`src/rtl/star_motion_sequencer.sv`:
```
// star_motion_sequencer: turns one-shot hide/show requests into timed
// press/pull drive phases for the star state machine. Each phase is
// supervised by a settle counter, an inter-phase gap and a timeout.
// Optional build macro: STAR_SEQ_AUTO_RETRY_EN. When defined, the first
// timeout in a phase drops the drive for one gap and re-runs the same phase.
module star_motion_sequencer #(
    parameter int unsigned CNT_W          = 24,
    parameter int unsigned TIMEOUT_CYCLES = 5000000,
    parameter int unsigned GAP_CYCLES     = 16,
    parameter int unsigned SETTLE_CYCLES  = 4
) (
    input  logic       i_clk,
    input  logic       i_rst_n,
    input  logic       i_req_hide,
    input  logic       i_req_show,
    input  logic       i_clr_fault,
    input  logic [1:0] i_grill_pos,
    input  logic [1:0] i_star_pos,
    output logic       o_press,
    output logic       o_pull,
    output logic       o_busy,
    output logic       o_done,
    output logic       o_fault,
    output logic [1:0] o_fault_code
);

    localparam logic [CNT_W-1:0] TIMEOUT_LIM = CNT_W'(TIMEOUT_CYCLES);
    localparam logic [CNT_W-1:0] GAP_LIM     = CNT_W'(GAP_CYCLES);
    localparam logic [CNT_W-1:0] SETTLE_LIM  = CNT_W'(SETTLE_CYCLES);
    localparam logic [CNT_W-1:0] CNT_MAX     = '1;

    localparam logic [1:0] GRILL_CLOSED = 2'b00;
    localparam logic [1:0] GRILL_OPEN   = 2'b01;
    localparam logic [1:0] STAR_UP      = 2'b00;
    localparam logic [1:0] STAR_HIDDEN  = 2'b01;

    localparam logic [1:0] FC_NONE    = 2'b00;
    localparam logic [1:0] FC_TIMEOUT = 2'b01;
    localparam logic [1:0] FC_ILLEGAL = 2'b10;
    localparam logic [1:0] FC_INCONS  = 2'b11;

`ifdef STAR_SEQ_AUTO_RETRY_EN
    typedef enum logic [3:0] {
        S_IDLE, S_PH1, S_GAP1, S_PH2, S_GAP2, S_PH3, S_DONE, S_FAULT, S_RGAP
    } state_e;
`else
    typedef enum logic [2:0] {
        S_IDLE, S_PH1, S_GAP1, S_PH2, S_GAP2, S_PH3, S_DONE, S_FAULT
    } state_e;
`endif

    state_e           state_q, state_d;
    logic             dir_hide_q, dir_hide_d;
    logic [CNT_W-1:0] timer_q, timer_d;
    logic [CNT_W-1:0] settle_q, settle_d;
    logic             press_q, press_d;
    logic             pull_q, pull_d;
    logic             busy_q, busy_d;
    logic             done_q, done_d;
    logic             fault_q, fault_d;
    logic [1:0]       code_q, code_d;
`ifdef STAR_SEQ_AUTO_RETRY_EN
    logic             retry_q, retry_d;
    state_e           rphase_q, rphase_d;
`endif

    logic [CNT_W-1:0] timer_inc_c;
    logic [CNT_W-1:0] settle_inc_c;
    logic             req_one_c;
    logic [1:0]       req_start_c;
    logic [1:0]       req_rest_c;
    logic [1:0]       star_start_c;
    logic [1:0]       star_goal_c;
    logic             tgt_hit_c;
    logic             incons_c;
    logic             drive_c;

    // Saturating increments for the phase/gap timer and the settle counter
    assign timer_inc_c  = (timer_q  == CNT_MAX) ? timer_q  : timer_q  + CNT_W'(1);
    assign settle_inc_c = (settle_q == CNT_MAX) ? settle_q : settle_q + CNT_W'(1);

    // Request decode: star position a request starts from and its rest target
    assign req_one_c   = i_req_hide ^ i_req_show;
    assign req_start_c = i_req_hide ? STAR_UP     : STAR_HIDDEN;
    assign req_rest_c  = i_req_hide ? STAR_HIDDEN : STAR_UP;

    // Star position at sequence start and at sequence end for the active direction
    assign star_start_c = dir_hide_q ? STAR_UP     : STAR_HIDDEN;
    assign star_goal_c  = dir_hide_q ? STAR_HIDDEN : STAR_UP;

    // Per-phase target condition and feedback consistency check
    always_comb begin
        tgt_hit_c = 1'b0;
        incons_c  = 1'b0;
        case (state_q)
            S_PH1: begin
                tgt_hit_c = (i_grill_pos == GRILL_OPEN);
                incons_c  = (i_star_pos != star_start_c);
            end
            S_PH2: begin
                tgt_hit_c = (i_star_pos == star_goal_c);
                incons_c  = (i_grill_pos != GRILL_OPEN);
            end
            S_PH3: begin
                tgt_hit_c = (i_grill_pos == GRILL_CLOSED);
                incons_c  = (i_star_pos != star_goal_c);
            end
            default: ;
        endcase
    end

    // Next-state, counters and registered output values
    always_comb begin
        state_d    = state_q;
        dir_hide_d = dir_hide_q;
        timer_d    = timer_q;
        settle_d   = settle_q;
        done_d     = 1'b0;
        fault_d    = fault_q;
        code_d     = code_q;
`ifdef STAR_SEQ_AUTO_RETRY_EN
        retry_d    = retry_q;
        rphase_d   = rphase_q;
`endif

        case (state_q)
            S_IDLE: begin
                timer_d  = '0;
                settle_d = '0;
                if (req_one_c) begin
                    if (i_grill_pos == GRILL_CLOSED && i_star_pos == req_start_c) begin
                        state_d    = S_PH1;
                        dir_hide_d = i_req_hide;
`ifdef STAR_SEQ_AUTO_RETRY_EN
                        retry_d    = 1'b0;
`endif
                    end else if (i_grill_pos == GRILL_CLOSED && i_star_pos == req_rest_c) begin
                        // Already where the request wants to be: acknowledge only
                        done_d = 1'b1;
                    end else begin
                        state_d = S_FAULT;
                        fault_d = 1'b1;
                        code_d  = FC_ILLEGAL;
                    end
                end
            end

            S_PH1, S_PH2, S_PH3: begin
                timer_d  = timer_inc_c;
                settle_d = tgt_hit_c ? settle_inc_c : '0;
                if (incons_c) begin
                    state_d  = S_FAULT;
                    fault_d  = 1'b1;
                    code_d   = FC_INCONS;
                    timer_d  = '0;
                    settle_d = '0;
                end else if (tgt_hit_c && settle_inc_c >= SETTLE_LIM) begin
                    timer_d  = '0;
                    settle_d = '0;
                    case (state_q)
                        S_PH1:   state_d = S_GAP1;
                        S_PH2:   state_d = S_GAP2;
                        default: begin
                            state_d = S_DONE;
                            done_d  = 1'b1;
                        end
                    endcase
                end else if (timer_inc_c >= TIMEOUT_LIM) begin
                    timer_d  = '0;
                    settle_d = '0;
`ifdef STAR_SEQ_AUTO_RETRY_EN
                    if (!retry_q) begin
                        state_d  = S_RGAP;
                        rphase_d = state_q;
                        retry_d  = 1'b1;
                    end else begin
                        state_d = S_FAULT;
                        fault_d = 1'b1;
                        code_d  = FC_TIMEOUT;
                    end
`else
                    state_d = S_FAULT;
                    fault_d = 1'b1;
                    code_d  = FC_TIMEOUT;
`endif
                end
            end

            S_GAP1, S_GAP2: begin
                timer_d = timer_inc_c;
                if (timer_inc_c >= GAP_LIM) begin
                    timer_d  = '0;
                    settle_d = '0;
                    state_d  = (state_q == S_GAP1) ? S_PH2 : S_PH3;
`ifdef STAR_SEQ_AUTO_RETRY_EN
                    retry_d  = 1'b0;
`endif
                end
            end

`ifdef STAR_SEQ_AUTO_RETRY_EN
            S_RGAP: begin
                // Retry gap: re-enter the timed-out phase, keeping the retry flag set
                timer_d = timer_inc_c;
                if (timer_inc_c >= GAP_LIM) begin
                    timer_d  = '0;
                    settle_d = '0;
                    state_d  = rphase_q;
                end
            end
`endif

            S_DONE: begin
                state_d = S_IDLE;
            end

            S_FAULT: begin
                timer_d  = '0;
                settle_d = '0;
                if (i_clr_fault) begin
                    state_d = S_IDLE;
                    fault_d = 1'b0;
                    code_d  = FC_NONE;
                end
            end

            default: begin
                state_d = S_IDLE;
            end
        endcase

        drive_c = (state_d inside {S_PH1, S_PH2, S_PH3});
        press_d = drive_c & ~dir_hide_d;
        pull_d  = drive_c &  dir_hide_d;
`ifdef STAR_SEQ_AUTO_RETRY_EN
        busy_d  = (state_d inside {S_PH1, S_GAP1, S_PH2, S_GAP2, S_PH3, S_RGAP});
`else
        busy_d  = (state_d inside {S_PH1, S_GAP1, S_PH2, S_GAP2, S_PH3});
`endif
    end

    // State, counter and output registers; reset drops the drives at once
    always_ff @(posedge i_clk or negedge i_rst_n) begin
        if (!i_rst_n) begin
            state_q    <= S_IDLE;
            dir_hide_q <= 1'b0;
            timer_q    <= '0;
            settle_q   <= '0;
            press_q    <= 1'b0;
            pull_q     <= 1'b0;
            busy_q     <= 1'b0;
            done_q     <= 1'b0;
            fault_q    <= 1'b0;
            code_q     <= FC_NONE;
`ifdef STAR_SEQ_AUTO_RETRY_EN
            retry_q    <= 1'b0;
            rphase_q   <= S_IDLE;
`endif
        end else begin
            state_q    <= state_d;
            dir_hide_q <= dir_hide_d;
            timer_q    <= timer_d;
            settle_q   <= settle_d;
            press_q    <= press_d;
            pull_q     <= pull_d;
            busy_q     <= busy_d;
            done_q     <= done_d;
            fault_q    <= fault_d;
            code_q     <= code_d;
`ifdef STAR_SEQ_AUTO_RETRY_EN
            retry_q    <= retry_d;
            rphase_q   <= rphase_d;
`endif
        end
    end

    assign o_press      = press_q;
    assign o_pull       = pull_q;
    assign o_busy       = busy_q;
    assign o_done       = done_q;
    assign o_fault      = fault_q;
    assign o_fault_code = code_q;

endmodule

```
`config.mk`:
```
export PLATFORM = sky130hd
export DESIGN_NAME = star_motion_sequencer
export DESIGN_NICKNAME = d
export VERILOG_FILES = /design/src/rtl/star_motion_sequencer.sv
export SDC_FILE = /design/constraint.sdc
export NUM_CORES = 1
export LEC_CHECK = 0
export ABC_CLOCK_PERIOD_IN_PS = 6250
export CAP_MARGIN = 20
export CORE_MARGIN = 2
export CORE_UTILIZATION = 45
export DETAILED_ROUTE_END_ITERATION = 10
export PLACE_DENSITY = 0.64
export REMOVE_ABC_BUFFERS = 1
export SYNTH_ARGS = -nofsm -noshare
export SYNTH_HDL_FRONTEND = slang
export SYNTH_SLANG_ARGS = --single-unit
```
`constraint.sdc`:
```
create_clock -name i_clk -period 6.25 [get_ports i_clk]
set_input_delay 1.875 -clock i_clk [delete_from_list [all_inputs] [get_ports i_clk]]
set_output_delay 1.875 -clock i_clk [all_outputs]
set_load 0.02 [all_outputs]
```
==> summary.txt <==
sequential-to-total area share from yosys stat -> 34.49%
CTS Buf Count -> 9
Die ar. -> 0.01031 mm²
Mapped Cells -> 494
Initial Util -> 46.32%
post-synthesis compound-gate area fraction -> 23.27%
cts hold-fix bufs -> 0
Final Critical Period -> 4448 ps
Die H -> 101.5 µm
Synth Flop Type -> dfrtp_1
IO Count -> 16
GRT Util Overall -> 22.45%
Peak VDD IR -> 0.0002758 V
largest family of logic cells by synthesized area -> simple AND/OR/NAND/NOR gates
Hold Path Class -> reg -> reg
first-pass GRT wire length -> 18.33 mm
DP HPWL -> 7.630 mm
Wirelength per Cell -> 17.61 µm
CP Launch Point -> i_star_pos[0]
final clock skew -> 13.31 ps
Sink Count -> 59
post-route cell area -> 0.004634 mm²
routed vias/inst -> 6.202
drt drc -> 0
worst-margin pin slew -> 767.3 ps
Area contributors post-synth -> dfrtp_1 34%, and2_1 3.9%, nor2_1 3.4%
HP Start -> o_fault_code[1]
Mapped Area -> 0.004280 mm²
initial antenna violation count -> 0
post-synthesis adder-cell area fraction -> 0.5846%
H-tree levels -> 3
ANT nets after route -> 0
CP max FO -> 12
Final Hold Fails -> 0
Worst Path Arrival -> 4660 ps
pwr dens -> 300.3 mW/mm²
Reg-to-Reg End -> timer_q[6]
via count -> 3,870
Max-slew headroom -> 48.85%
die width -> 101.5 µm
post-layout util -> 50.16%
Max Clock Freq -> 224.8 MHz
grt total ovfl -> 0
Final setup viols -> 0
mux contribution to synthesized area -> 1.725%
distinct cell type count after synthesis -> 80
post-synth top area share -> 34.49%
synthesis-stage register bit count -> 59
final net count -> 503
CTS tree -> done
number of flops mapped to enable cells by yosys -> 0
Final period util -> 71.16%
setup slack, reg-to-reg -> 2030 ps
core area -> 0.009240 mm²
footprint of the multi-input gates -> 0.002609 mm²
fraction of layout cells with a size suffix above 1 -> 9.697%
total wire length -> 10.99 mm
largest net degree at the start of global routing -> 60
Placed Area -> 0.004452 mm²
setup TNS -> 0 ps
Routability Congestion -> 0.9362
RSZ-0062 raised after global routing -> no
Post-CTS Resized -> 0
Ys Warns -> 0
sequential cell area -> 0.001476 mm²
DRT iter0 DRCs -> 310
Worst setup EP type -> register
post-synthesis simple-gate area fraction -> 31.48%
status -> finished clean
Leakage Power -> 1.830 nW
Critical Path RT -> 6470 ps
Avg Cell Area, Syn -> 8.665 µm²
clk_lat worst skew -> 340 ps
Synth Area in XOR/XNOR -> 3.888%
Critical Path End -> timer_q[19]
clock slew seen by the registers of the worst setup and hold paths -> 60 ps
Antenna Cells -> 0
Synth top cells by count -> 59 x dfrtp_1, 39 x nor2_1, 32 x nand2_1, 27 x and2_1, 26 x a21oi_1
Port Buffers -> 15
fill count -> 876
Clock Tree Buf Depth -> 2
WS Path Type -> in -> reg
first-pass detailed-route iteration total -> 5
top-count cell post-synth -> dfrtp_1
Post-synth ARST share -> 100.0%
startpoint type of the worst setup path -> input port
postcts setup bufs -> 0
reg2reg start -> timer_q[0]
Clk Tree Root Cell -> clkbuf_8
Max Cap Viol -> 0
cell taking the most area after synthesis -> dfrtp_1
number of global-route vias before repair -> 3,570
Slew Limit Fails -> 0
area delta synth->final -> 8.272%
depth of the worst register-to-register path -> 11
Site Rows -> 35
state kept, by name, summed over array words and instances (netlist names), 2 cells and up:
register and flops:
state_q 3, timer_q 24, o_fault_code 2, settle_q 24
per-stage QoR:
stage | hold slack (ps) | setup slack (ps) | instances | total power [mW]
2_1_floorplan | 504.6 | 2513 | 464 | 0.8668
3_3_place_gp | 540.3 | 1664 | 610 | 1.032
3_5_place_dp | 536.7 | 1457 | 610 | 1.048
4_1_cts | 558.1 | 1806 | 624 | 1.394
5_1_grt | 599.6 | 1585 | 624 | 1.482
6_report | 551.8 | 1802 | 624 | 1.392
per-layer routing:
metal  global-route usage [%]  routed length (µm)
met1                    32.80                5306
met2                    32.95                4855
met3                    4.762                 595
met4                    7.692                 233
met5                        0                   0
how the worst min path moves through the flow:
stage / endpoint / depth (start not counted) / slack [ps]
2_1_floorplan: o_done / 1 / 500
3_3_place_gp: o_fault_code[1] / 1 / 540
3_5_place_dp: o_fault_code[1] / 1 / 540
4_1_cts: o_fault_code[1] / 1 / 560
5_1_grt: timer_q[21] / 1 / 600
6_report: o_fault_code[1] / 1 / 550
cell usage in the layout (no fill, tap or decap), types with 14 or more instances in the layout:
| cell type | instances |
|---|---|
| nand4_1 | 20 |
| and2_1 | 27 |
| and3_1 | 18 |
| nor2_1 | 39 |
| dfrtp_1 | 59 |
| nand3_1 | 24 |
| nor3_1 | 19 |
| nand2_1 | 32 |
| o21ai_0 | 20 |
| clkdlybuf4s50_1 | 14 |
| a21oi_1 | 26 |
cell type report:
class | instances | area share, %
tap | 129 | 3.483
sequential | 59 | 31.86
clock buffer | 12 | 3.132
multi-input combinational | 393 | 56.29
clock inverter | 2 | 0.8099
inverter | 12 | 0.9719
timing repair buffer | 17 | 3.456
worst max-delay path: stages:
cell and delay [ps]:
clkdlybuf4s50_1 560, xor2_1 250, a21oi_1 100, o22ai_1 240, nor2_1 130, nor4_2 430
o31ai_2 240, o21ai_2 190, o211ai_2 300, o41ai_1 350
report_power, final:
part	switching (mW)	internal, mW
combinational	0.368	0.203
sequential	0.0583	0.420
clock	0.152	0.191
total	0.578	0.813
cell families (layout without fill, tap and decap cells):
group                      count (synthesis)  in the layout
AOI/OAI and AO/OA                        132            132
xor gates and xnor gates                  19             19
adders and majority gates                  2              2
buffers and inverters                     42             43
DFF                                       59             59
muxes                                      7              7
and+or+nand+nor                          233            233
(Power assumes the default switching activity.)
